### src/rtl/oddr_patgen_pkg.sv
// rtl/oddr_patgen_pkg.sv - shared types and constants for the ODDR pattern generator
package oddr_patgen_pkg;

  // Pattern selection, sampled when a run is started
  typedef enum logic [1:0] {
    MODE_CONST  = 2'd0,
    MODE_CLKFWD = 2'd1,
    MODE_COUNT  = 2'd2,
    MODE_PRBS7  = 2'd3
  } mode_e;

  // Run control states
  typedef enum logic [1:0] {
    ST_IDLE = 2'd0,
    ST_RUN  = 2'd1,
    ST_DONE = 2'd2
  } state_e;

  // PRBS7 x^7+x^6+1: state bit 0 is the newest bit, bit 6 the oldest
  localparam logic [6:0] PRBS7_SEED   = 7'h7F;
  localparam int         PRBS7_TAP_HI = 6;
  localparam int         PRBS7_TAP_LO = 5;

  // Next stream bit for a given LFSR state (b[n] = b[n-7] ^ b[n-6])
  function automatic logic prbs7_fb(input logic [6:0] s);
    return s[PRBS7_TAP_HI] ^ s[PRBS7_TAP_LO];
  endfunction

endpackage

### src/rtl/oddr_patgen_prbs7.sv
// rtl/oddr_patgen_prbs7.sv - PRBS7 LFSR producing two stream bits per beat
module oddr_patgen_prbs7
  import oddr_patgen_pkg::*;
(
  input  logic       clk,
  input  logic       rst_n,
  input  logic       load,
  input  logic       en,
  output logic [1:0] bits
);

  logic [6:0] lfsr_q;
  logic [6:0] step1;

  // bits[0] is the first step's bit (D1), bits[1] the second (D2)
  always_comb begin
    bits[0] = prbs7_fb(lfsr_q);
    step1   = {lfsr_q[5:0], bits[0]};
    bits[1] = prbs7_fb(step1);
  end

  // Reload seed on run start, advance two steps per emitted beat
  always_ff @(posedge clk or negedge rst_n) begin
    if (!rst_n) begin
      lfsr_q <= PRBS7_SEED;
    end else if (load) begin
      lfsr_q <= PRBS7_SEED;
    end else if (en) begin
      lfsr_q <= {step1[5:0], bits[1]};
    end
  end

endmodule

### src/rtl/oddr_pattern_gen.sv
// rtl/oddr_pattern_gen.sv - multi-lane DDR pattern generator; ODDR_PATGEN_PRBS_EN enables PRBS7
module oddr_pattern_gen
  import oddr_patgen_pkg::*;
#(
  parameter int   LANES      = 4,
  parameter int   BURST_W    = 16,
  parameter logic IDLE_LEVEL = 1'b0
) (
  input  logic               clk,
  input  logic               rst_n,
  input  logic               start,
  input  logic               stop,
  input  logic [1:0]         mode,
  input  logic [1:0]         const_bits,
  input  logic [LANES-1:0]   invert,
  input  logic [BURST_W-1:0] burst_len,
  output logic               busy,
  output logic               done,
  output logic [BURST_W-1:0] beat_cnt,
  output logic [LANES-1:0]   ddr_out
);

  localparam int CNT_W = 2 * LANES;

  state_e             state;
  mode_e              mode_q;
  logic [1:0]         cb_q;
  logic [LANES-1:0]   inv_q;
  logic [BURST_W-1:0] len_q;
  logic [CNT_W-1:0]   cnt_q;
  logic [LANES-1:0]   d1_q, d2_q;
  logic [LANES-1:0]   beat_d1, beat_d2;
  logic [BURST_W:0]   beat_next;
  logic               last_beat;
  logic               accept;
  logic               prbs_en;
  logic [1:0]         prbs_bits;

  assign accept    = (state == ST_IDLE) && start && !stop;
  assign prbs_en   = (state == ST_RUN) && !stop;
  assign beat_next = {1'b0, beat_cnt} + {{BURST_W{1'b0}}, 1'b1};
  assign last_beat = (len_q != '0) && (beat_next == {1'b0, len_q});

`ifdef ODDR_PATGEN_PRBS_EN
  oddr_patgen_prbs7 u_prbs7 (
    .clk   (clk),
    .rst_n (rst_n),
    .load  (accept),
    .en    (prbs_en),
    .bits  (prbs_bits)
  );
`else
  // Without the LFSR, PRBS7 mode degenerates to a constant-low pattern
  assign prbs_bits = 2'b00;
`endif

  // Per-lane D1/D2 for the beat emitted this cycle, inversion applied
  always_comb begin
    beat_d1 = '0;
    beat_d2 = '0;
    for (int l = 0; l < LANES; l++) begin
      case (mode_q)
        MODE_CONST:  begin beat_d1[l] = cb_q[0];        beat_d2[l] = cb_q[1];          end
        MODE_CLKFWD: begin beat_d1[l] = 1'b1;           beat_d2[l] = 1'b0;             end
        MODE_COUNT:  begin beat_d1[l] = cnt_q[2*l];     beat_d2[l] = cnt_q[2*l+1];     end
        MODE_PRBS7:  begin beat_d1[l] = prbs_bits[0];   beat_d2[l] = prbs_bits[1];     end
        default:     begin beat_d1[l] = 1'b0;           beat_d2[l] = 1'b0;             end
      endcase
    end
    beat_d1 = beat_d1 ^ inv_q;
    beat_d2 = beat_d2 ^ inv_q;
  end

  // Run FSM with registered status, beat counter and ODDR data inputs
  always_ff @(posedge clk or negedge rst_n) begin
    if (!rst_n) begin
      state    <= ST_IDLE;
      busy     <= 1'b0;
      done     <= 1'b0;
      beat_cnt <= '0;
      mode_q   <= MODE_CONST;
      cb_q     <= 2'b00;
      inv_q    <= '0;
      len_q    <= '0;
      cnt_q    <= '0;
      d1_q     <= {LANES{IDLE_LEVEL}};
      d2_q     <= {LANES{IDLE_LEVEL}};
    end else begin
      done <= 1'b0;
      d1_q <= {LANES{IDLE_LEVEL}};
      d2_q <= {LANES{IDLE_LEVEL}};
      case (state)
        ST_IDLE: begin
          if (accept) begin
            state    <= ST_RUN;
            busy     <= 1'b1;
            mode_q   <= mode_e'(mode);
            cb_q     <= const_bits;
            inv_q    <= invert;
            len_q    <= burst_len;
            beat_cnt <= '0;
            cnt_q    <= '0;
          end
        end
        ST_RUN: begin
          if (stop) begin
            state <= ST_IDLE;
            busy  <= 1'b0;
          end else begin
            d1_q  <= beat_d1;
            d2_q  <= beat_d2;
            cnt_q <= cnt_q + 1'b1;
            if (beat_cnt != '1) begin
              beat_cnt <= beat_next[BURST_W-1:0];
            end
            if (last_beat) begin
              state <= ST_DONE;
              busy  <= 1'b0;
              done  <= 1'b1;
            end
          end
        end
        ST_DONE: begin
          state <= ST_IDLE;
        end
        default: begin
          state <= ST_IDLE;
          busy  <= 1'b0;
        end
      endcase
    end
  end

  // ODDR per lane: SAME_EDGE capture, async reset from inverted rst_n, INIT 0
  for (genvar l = 0; l < LANES; l++) begin : g_lane
    logic q1, q2;

    // Capture both data bits on the rising edge
    always_ff @(posedge clk or negedge rst_n) begin
      if (!rst_n) begin
        q1 <= 1'b0;
        q2 <= 1'b0;
      end else begin
        q1 <= d1_q[l];
        q2 <= d2_q[l];
      end
    end

    assign ddr_out[l] = clk ? q1 : q2;
  end

endmodule

### config.mk
export PLATFORM = sky130hd
export DESIGN_NAME = oddr_pattern_gen
export DESIGN_NICKNAME = d
export VERILOG_FILES = /design/src/rtl/oddr_patgen_pkg.sv /design/src/rtl/oddr_patgen_prbs7.sv /design/src/rtl/oddr_pattern_gen.sv
export SDC_FILE = /design/constraint.sdc
export NUM_CORES = 1
export LEC_CHECK = 0
export CORE_ASPECT_RATIO = 0.6
export CORE_MARGIN = 2
export CORE_UTILIZATION = 45
export CTS_BUF_LIST = sky130_fd_sc_hd__clkbuf_8
export DETAILED_ROUTE_END_ITERATION = 7
export PLACE_DENSITY_LB_ADDON = 0.05
export SLEW_MARGIN = 20
export SYNTH_ARGS = -nofsm -noshare
export SYNTH_HDL_FRONTEND = slang
export SYNTH_SLANG_ARGS = --single-unit
### constraint.sdc
create_clock -name clk -period 4.45 [get_ports clk]
set_clock_uncertainty 0.1 [all_clocks]
set_input_delay 0.89 -clock clk [delete_from_list [all_inputs] [get_ports clk]]
set_output_delay 0.89 -clock clk [all_outputs]
set_load 0.02 [all_outputs]
==> flow_summary.rst <==
.. list-table::
   :header-rows: 1

   * - Metric
     - Value
   * - I/O pin count
     - 50
   * - Final net count
     - slightly above 400
   * - Cells along the critical path
     - clkbuf_8 -> clkbuf_8 -> mux2_2 -> clkdlybuf4s50_1
   * - Floorplan die width
     - 117 um
   * - Largest fanout on the critical path
     - 2
   * - Peak per-stage delay on the critical path
     - approximately 0.6 ns
   * - Via count
     - 2662
   * - Die H
     - 72.1 um
   * - Worst slew pin tran
     - 0.583 ns
   * - Global-route layer with the greatest usage
     - met1
   * - Half-perimeter wire length after detailed placement
     - 5750 um
   * - Most common cell type on the critical path
     - clkbuf_8
   * - Crit path max-delay cell type
     - clkdlybuf4s50_1
   * - Setup-violating endpoint count in the final report
     - 0
   * - Clock latency on the worst-skew pair
     - roughly 0.45 ns
   * - Ranking of synthesized cells by area
     - dfrtp_1 49%, mux2_2 8.8%, xnor2_1 4.3%, xor2_1 4.0%, nor2_1 3.6%
   * - CP Capture Type
     - output port
   * - Clock-pin transition on the worst setup and hold timing paths
     - 0.07 ns
   * - CP Class
     - clk -> out
   * - Pin count of the biggest net entering global routing
     - 45
   * - Tot GR Track Use
     - 21.0%
   * - Fraction of layout cells with a size suffix above 1
     - between 10% and 20%
   * - Post-Syn Nets
     - 358
   * - Most frequently used flop master after synthesis
     - dfrtp_1
   * - Hold violation count in the final report
     - 0
   * - Worst supply voltage drop on vdd
     - 232 uV
   * - Number of rows in the core area
     - 24
   * - Area of the core region
     - about 0.0074 mm2
   * - Die outline area
     - 0.00846 mm2
   * - Residual antenna-violating net count after detailed routing
     - 0
   * - Commonest cells in the netlist
     - 68 x dfrtp_1, 33 x nor2_1, 27 x mux2_2
   * - Via count of the first global-routing pass
     - 2584
   * - Setup TNS
     - 0 ns
   * - Post-synth EDFFs
     - 0
   * - Netlist area before placement
     - ~0.0035 mm2
   * - Worst min path class
     - reg -> reg
   * - Leakage dissipation
     - 0.00179 uW
   * - Mean routed wirelength per cell
     - 16.7 um
   * - Post-DP Area
     - a little over 0.004 mm2
   * - Flip-flop and latch count after synthesis
     - between 60 and 70
   * - Share of flip-flops with an asynchronous set or reset after synthesis
     - 100%
   * - Count of final max-slew check failures
     - 0
   * - Number of distinct standard cells referenced by the synthesized netlist
     - 55
   * - Residual overflow from global routing
     - 0
   * - Req. time, crit path
     - between 3 and 4 ns
   * - Number of iterations in the first detailed-routing pass
     - 4
   * - Startpoint class of the critical path
     - clock port
   * - Post-cts repair resize count
     - 0
   * - Via density
     - 5.45
   * - Number of warnings reported in the yosys synthesis log
     - 0
   * - Total of max-cap violations
     - 0
   * - Global placer's final weighted congestion
     - about 0.84
   * - Initial cell density of the core
     - 47.2%
   * - Post-Layout Inst Area
     - 0.00432 mm2
   * - Antenna Diode Count
     - 0
   * - Run status
     - complete, no violations
   * - Seq/Total Area, Yosys
     - 49.0%
   * - Buffers & Inverters on Critical Path
     - 3
   * - Post-synthesis to final-layout area growth
     - 24.4%
   * - Initial antenna violation count
     - 0
   * - Largest delay contributor family on the critical path
     - buffers and inverters
   * - Placed insts
     - 468
   * - Max-slew headroom
     - approximately three fifths
   * - Library cell with the largest summed area after synthesis
     - dfrtp_1
   * - Most frequent cell after synthesis
     - dfrtp_1
   * - Final Non-Filler Cells
     - 488
   * - Area fraction of the dominant cell type after synthesis
     - 49.0%
   * - Final WL
     - 8130 um
   * - Number of remaining DRC errors
     - 0
   * - Hold buffer count at CTS
     - 0
   * - Post-CTS Setup Inserts
     - 0
   * - Avg Inst Size Synth
     - 10.6 um2
   * - Clock tree from TritonCTS
     - yes
   * - M1 GR Usage
     - about 31%
   * - Number of standard cells after synthesis
     - 328
   * - First-pass GRT wire length
     - 13300 um
   * - Crit path arrival time
     - 3.28 ns
   * - Setup repair after global routing missed its margin
     - false
   * - P per Cell Area
     - 423 mW/mm2
   * - Met3 Resource Use GR
     - 10.1%
   * - M2 GR Usage
     - 25.7%
   * - Number of DRC markers in iteration 0
     - 251
   * - Number of port buffers
     - 49
-- kinds of logic after synthesis --
kind of cell             synth area share (%)
adder cells (fa/ha/maj)                 0.720
XOR/XNOR                                 8.32
buffers and inverters                    2.99
AO/OA/AOI/OAI                            12.5
flip-flops                               49.0
AND/OR/NAND/NOR                          17.8
multiplexers                             8.75
-- per-stage QoR --
stage	total power, uW	setup slack, ns	hold slack (ns)	util (%)
after floorplan	1030	0.929	0.231	-
after global placement	1160	0.459	0.232	54.9
after detailed placement	1160	0.459	0.235	54.9
after CTS	1860	0.162	0.250	58.7
after global routing	1930	0.141	0.256	58.7
final	1830	0.182	0.246	58.7
-- flip-flops by register name (all words and copies together), names as in the netlist --
register	count
inv_q	4
busy	1
cnt_q	8
cb_q	2
done	1
len_q	16
mode_q	2
d2_q	4
state	2
beat_cnt	16
d1_q	4
g_lane.q2	4
g_lane.q1	4
-- cell type report --
| cell class | instances | area, um2 |
|---|---|---|
| clock buffer | 18 | 233 |
| clock inverter | 6 | 87.6 |
| fill | 640 | 3040 |
| inverter | 5 | 18.8 |
| multi-input combinational | 238 | 1680 |
| sequential | 68 | 1700 |
| tap | 104 | 130 |
| timing repair buffer | 49 | 475 |
-- placed cells by master (no fill, tap or decap), types with 3 or more instances in the layout --
master / Yosys / final
a21oi_1: 12 / 12
mux2_2: 27 / 27
nand3_1: 12 / 12
o21ai_1: 5 / 5
o41ai_1: 5 / 5
nand2b_1: 4 / 4
xnor2_1: 17 / 17
clkdlybuf4s50_1: 0 / 48
nor4_1: 7 / 7
and2_1: 3 / 3
xor2_1: 16 / 16
nand2_1: 18 / 18
o21ai_0: 21 / 21
nor2_1: 33 / 33
nor2b_1: 3 / 3
dfrtp_1: 68 / 68
nand4_1: 4 / 4
inv_1: 5 / 5
buf_4: 1 / 4
o31ai_1: 6 / 6
clkbuf_8: 0 / 14
and3_1: 7 / 7
-- path summary, 6_finish.rpt --
| check | from | cells after the start | slack (ns) | to |
|---|---|---|---|---|
| min reg2reg | d2_q[2] | 0 | 0.25 | g_lane[2].q2 |
| min in group asynchronous | rst_n | 1 | 0.33 | beat_cnt[0] |
| min | d2_q[2] | 0 | 0.25 | g_lane[2].q2 |
| max reg2reg | beat_cnt[0] | 7 | 1.69 | done |
| max | clk | 4 | 0.18 | ddr_out[2] |
| max in group asynchronous | rst_n | 2 | 2.95 | done |
-- power by group --
group / total (uW) / leakage [uW] / internal (uW) / switching (uW)
clock: 724 / 0.000180 / 439 / 285
sequential: 779 / 0.000884 / 697 / 81.9
combinational: 325 / 0.000729 / 167 / 158
-- per-layer routing --
metal	vias up	wire (um)
met3	11	683
met2	95	3140
met4	0	89
met1	1269	4220
li1	1287	-
met5	-	0
Power figures use the tool's default switching activity.
